`src/rtl/fetch_unit.sv`:
```
`default_nettype none
// ============================================================================
//  Module   : fetch_unit
//  Purpose  : Instruction-fetch front end. It owns the PC, resolves redirect
//             targets, and buffers synchronous-memory responses for decode.
//  Revision : 1.0  initial release
// ============================================================================
module fetch_unit #(
    parameter int WIDTH    = 32,
    parameter int DEPTH    = 4,
    parameter logic [WIDTH-1:0] RESET_PC = '0
) (
    input  logic             clk,
    input  logic             rst,
    output logic             imem_req,
    output logic [WIDTH-1:0] imem_addr,
    input  logic [31:0]      imem_rdata,
    input  logic             redir_valid,
    input  logic [1:0]       redir_mode,
    input  logic [WIDTH-1:0] redir_pc,
    input  logic [25:0]      redir_imm,
    input  logic [WIDTH-1:0] redir_reg,
    output logic             out_valid,
    input  logic             out_ready,
    output logic [31:0]      out_inst,
    output logic [WIDTH-1:0] out_pc,
    output logic [WIDTH-1:0] out_pc4
);

    localparam int c_PTR_W = $clog2(DEPTH);
    localparam int c_CNT_W = c_PTR_W + 1;
    localparam logic [c_CNT_W:0] c_DEPTH = DEPTH[c_CNT_W:0];
    localparam logic [WIDTH-1:0] c_FOUR  = WIDTH'(4);

    logic [WIDTH-1:0]   r_fetch_pc;
    logic               r_inflight;
    logic [WIDTH-1:0]   r_tag;
    logic [c_PTR_W-1:0] r_wr_ptr;
    logic [c_PTR_W-1:0] r_rd_ptr;
    logic [c_CNT_W-1:0] r_count;
    logic [31:0]        r_buf_inst [DEPTH];
    logic [WIDTH-1:0]   r_buf_pc   [DEPTH];

    logic               w_nonempty;
    logic               w_pop;
    logic               w_push;
    logic [c_CNT_W:0]   w_occ;
    logic [WIDTH-1:0]   w_pc4;
    logic [WIDTH-1:0]   w_target;

    assign w_nonempty = (r_count != '0);
    assign out_valid  = w_nonempty && !redir_valid;
    assign w_pop      = out_valid && out_ready;
    assign w_push     = r_inflight && !redir_valid;
    assign w_occ      = {1'b0, r_count} + {{c_CNT_W{1'b0}}, r_inflight};

    // A slot freed by this cycle's pop can be refilled by the response to
    // this cycle's request, so a full pipeline keeps streaming.
    assign imem_req  = !rst && !redir_valid &&
                       ((w_occ < c_DEPTH) || ((w_occ == c_DEPTH) && w_pop));
    assign imem_addr = r_fetch_pc;

    assign out_inst = w_nonempty ? r_buf_inst[r_rd_ptr] : 32'd0;
    assign out_pc   = w_nonempty ? r_buf_pc[r_rd_ptr] : '0;
    assign out_pc4  = w_nonempty ? (r_buf_pc[r_rd_ptr] + c_FOUR) : '0;

    assign w_pc4 = redir_pc + c_FOUR;

    always_comb begin
        w_target = w_pc4;
        case (redir_mode)
            2'b00:   w_target = {w_pc4[WIDTH-1:28], redir_imm, 2'b00};
            2'b01:   w_target = w_pc4 + {{(WIDTH-18){redir_imm[15]}}, redir_imm[15:0], 2'b00};
            2'b10:   w_target = redir_reg & {{(WIDTH-2){1'b1}}, 2'b00};
            default: w_target = w_pc4;
        endcase
    end

    always_ff @(posedge clk or posedge rst) begin
        if (rst) begin
            r_fetch_pc <= RESET_PC;
            r_inflight <= 1'b0;
            r_tag      <= '0;
            r_wr_ptr   <= '0;
            r_rd_ptr   <= '0;
            r_count    <= '0;
        end else if (redir_valid) begin
            // Redirect wins over everything: drop buffered and in-flight work.
            r_fetch_pc <= w_target;
            r_inflight <= 1'b0;
            r_wr_ptr   <= '0;
            r_rd_ptr   <= '0;
            r_count    <= '0;
        end else begin
            r_inflight <= imem_req;
            if (imem_req) begin
                r_tag      <= r_fetch_pc;
                r_fetch_pc <= r_fetch_pc + c_FOUR;
            end
            if (w_push) begin
                r_wr_ptr <= r_wr_ptr + 1'b1;
            end
            if (w_pop) begin
                r_rd_ptr <= r_rd_ptr + 1'b1;
            end
            case ({w_push, w_pop})
                2'b10:   r_count <= r_count + 1'b1;
                2'b01:   r_count <= r_count - 1'b1;
                default: r_count <= r_count;
            endcase
        end
    end

    always_ff @(posedge clk) begin
        if (w_push && !rst) begin
            r_buf_inst[r_wr_ptr] <= imem_rdata;
            r_buf_pc[r_wr_ptr]   <= r_tag;
        end
    end

endmodule
`default_nettype wire

```
`config.mk`:
```
export PLATFORM = sky130hd
export DESIGN_NAME = fetch_unit
export DESIGN_NICKNAME = d
export VERILOG_FILES = /design/src/rtl/fetch_unit.sv
export SDC_FILE = /design/constraint.sdc
export NUM_CORES = 1
export LEC_CHECK = 0
export ABC_AREA = 1
export ABC_CLOCK_PERIOD_IN_PS = 6400
export CAP_MARGIN = 20
export CORE_UTILIZATION = 25
export CTS_CLUSTER_DIAMETER = 40
export DETAILED_ROUTE_END_ITERATION = 8
export DONT_BUFFER_PORTS = 1
export GPL_TIMING_DRIVEN = 0
export PLACE_DENSITY = 0.35
export SLEW_MARGIN = 20
export SYNTH_ARGS = -nofsm -noshare
export SYNTH_HDL_FRONTEND = slang
export SYNTH_SLANG_ARGS = --single-unit
```
`constraint.sdc`:
```
create_clock -name clk -period 6.4 [get_ports clk]
set_input_delay 1.6 -clock clk [delete_from_list [all_inputs] [get_ports clk]]
set_output_delay 1.6 -clock clk [all_outputs]
set_load 0.005 [all_outputs]
```
==> impl_metrics.ini <==
[drt]
drt_wl_total_um = 72600
viasPerCell = 4.70
drt-wirelength-per-cell_um = 22.0
first_pass_iters = 5
drc = 0
num_vias = 15500
ant_nets = 0
drt-initial-drc-count = 1046

[placement]
dpl-instance-area_mm2 = 0.0201
place_hpwl_um = 57000
port_buffers = 0
gp_congestion = 0.882

[clock_tree]
numCtsBuffers = 56
cts_resized = 0
htreeDepth = 2
insertion_delay_ps = 590
hold_buffers = 0
cts.sinks = 328
cts_root_buffer = clkbuf_16
cts_buffer_depth = 3
clk_pin_slew_ps = 50
cts_tree = done
cts_setup_buffers = 0

[cells_and_area]
seq_area_mm2 = 0.00949
utilization_pct = 30.1
area_delta_synth_final_pct = 19.2
mostFrequentLayoutCell = nand2_1
final_cell_mix = 580 x nand2_1, 327 x nor2_1, 256 x edfxtp_1, 209 x inv_1, 165 x nand3_1
layout-drive-gt1-share_pct = 8.81
final_nets = 2467
final_area_mm2 = 0.0220
multi_input_area_mm2 = 0.00771
insertedDiodeCount = 0
fill_cells = 7725

[synthesis]
syn_avg_cell_area_um2 = 8.31
synth_enable_flop_cells = 256
ys_top_cells_by_area = edfxtp_1 42%, nand2_1 12%, dfrtp_1 9.8%
synth_area_leader_cell = edfxtp_1
async_reset_ff_share_pct = 22.0
syn_area_mm2 = 0.0184
yosysSeqAreaShare_pct = 51.5
yosysWarnings = 0
synthCells = 2219
ys.flop_type = edfxtp_1
ys_types = 51
ys_ff_latch = 328
synth_top_cell_area_share_pct = 41.7
synth_nets = 2392

[setup_path]
cp-startpoint = rst
cp_max_fo = 43
r2r_end = imem_addr[16]$_DFFE_PP0N_
endpoint = imem_req
ff2ff_setup_slack_ps = 3610
worstPathRequired_ps = 4800
rr_worst_depth = 10
crit_path_start_kind = primary input
regToRegStartpoint = r_inflight$_DFF_PP0_
endpoint_kind = primary output
crit_arrival_ps = 3450
critPathKind = primary input to primary output

[sta]
fmax_mhz = 198
period_share_pct = 78.9
tightest_slew_ps = 1020
relSlewSlack_pct = 31.8
setup_viol = 0
hold_violations = 0
drv_slew = 0
final.setup_skew_ps = 15.6
grt_setup_unrepaired = false
period_minus_slack_ps = 5050

[run]
cap_violations = 0

[global_routing]
grt_overflow_total = 0
grt_antenna_before_repair = 0
grt_pass1_wl_um = 104000
grt_use_total_pct = 19.1
grt_max_degree = 44
first_global_vias = 15000

[power_and_ir_drop]
p_comb_share_pct = 31.3
ir_drop_v = 0.000205
sw_frac_of_total_pct = 39.2
power_density_mw_per_mm2 = 384
leakagePower_nw = 8.91
power_frac_clock_pct = 35.4
p_seq_share_pct = 33.3
total_power_mw = 8.44
internal_power_mw = 5.13
switching_power_mw = 3.31

[floorplan]
placementRows = 99
dieArea_mm2 = 0.0748
start_util_pct = 25.3
die_w_um = 274
boundaryPins = 258
core_area_mm2 = 0.0730
fp.dieH_um = 274

[worst_hold_path]
hold_path_class = register to register
worstHoldStart = r_tag[3]$_DFFE_PP0P_

[run_status]
outcome = finished clean
final cells by class:
type	count	area share [%]
inverter	223	3.84
sequential	328	43.2
timing repair buffer	17	1.99
multi-input combinational	1586	35.1
buffer	82	1.92
clock buffer	62	6.48
tap	959	5.46
clock inverter	40	2.06
critical path, cell delays in order:
cell and delay [ps]:
inv_4 420, buf_12 290, nand3_1 100, inv_1 60
nand2_1 250, buf_2 300, clkbuf_1 240, inv_1 150
through the flow:
step / setup WS, ps / hold WS, ps / TNS [ps] / cells
2_1_floorplan: -299 / 476 / -76500 / 2219
3_3_place_gp: -4340 / 507 / -1092400 / 3178
3_5_place_dp: 1250 / 516 / 0 / 3195
4_1_cts: 1260 / 524 / 0 / 3297
5_1_grt: 1120 / 555 / 0 / 3297
6_report: 1350 / 518 / 0 / 3297
registers in the layout (all words and copies together) (netlist names):
register	cells
r_buf_inst	128
imem_addr	32
r_count	3
r_rd_ptr	2
r_buf_pc	128
r_inflight	1
r_wr_ptr	2
r_tag	32
worst min-delay path by stage:
stage / to / depth (start not counted)
2_1_floorplan: r_buf_pc[0][0]$_DFFE_PP_ / 0
3_3_place_gp: r_buf_pc[1][4]$_DFFE_PP_ / 0
3_5_place_dp: r_buf_pc[1][3]$_DFFE_PP_ / 0
4_1_cts: r_buf_pc[0][2]$_DFFE_PP_ / 0
5_1_grt: r_buf_pc[0][2]$_DFFE_PP_ / 0
6_report: r_buf_pc[0][3]$_DFFE_PP_ / 0
logic make-up (layout without fill, tap and decap cells):
| kind of cell | after synthesis | after routing | share of synthesized area [%] |
|---|---|---|---|
| buf+inv | 305 | 424 | 6.86 |
| compound gates | 308 | 308 | 9.31 |
| simple gates | 1185 | 1185 | 26.9 |
| fa+ha+maj | 45 | 45 | 3.14 |
| flops | 328 | 328 | 51.5 |
| xor+xnor | 48 | 48 | 2.28 |
metal layers:
layer	global-route usage, %	vias up	routed length, µm	part of all wire [%]
met2	32.8	465	35200	48
met4	5.51	0	1930	2.7
li1	-	7560	-	-
met1	24.4	7367	31700	44
met3	3.32	102	3790	5.2
met5	0	-	0	0
synthesized netlist by cell type (all sizes together) (4+ instances only):
| cell type | number |
|---|---|
| clkbuf | 41 |
| or2 | 7 |
| xnor2 | 12 |
| o21ai | 143 |
| nor2 | 352 |
| o22ai | 4 |
| ha | 43 |
| a32oi | 7 |
| buf | 41 |
| a21oi | 114 |
| nand3 | 171 |
| nand2 | 590 |
| a221oi | 18 |
| nor3 | 28 |
| o21bai | 6 |
| a31oi | 4 |
| dfrtp | 72 |
| nand4 | 26 |
| xor2 | 36 |
| edfxtp | 256 |
| inv | 220 |
power groups by stage:
stage	Combinational [mW]	Clock, mW	Sequential [mW]
after floorplan	1.73	0	2.72
after global placement	2.70	0	2.85
after detailed placement	2.72	0	2.85
after CTS	2.73	3.05	2.81
after global routing	2.96	3.13	2.84
final	2.64	2.98	2.81
Note: power is estimated with default switching activity, not from simulation.
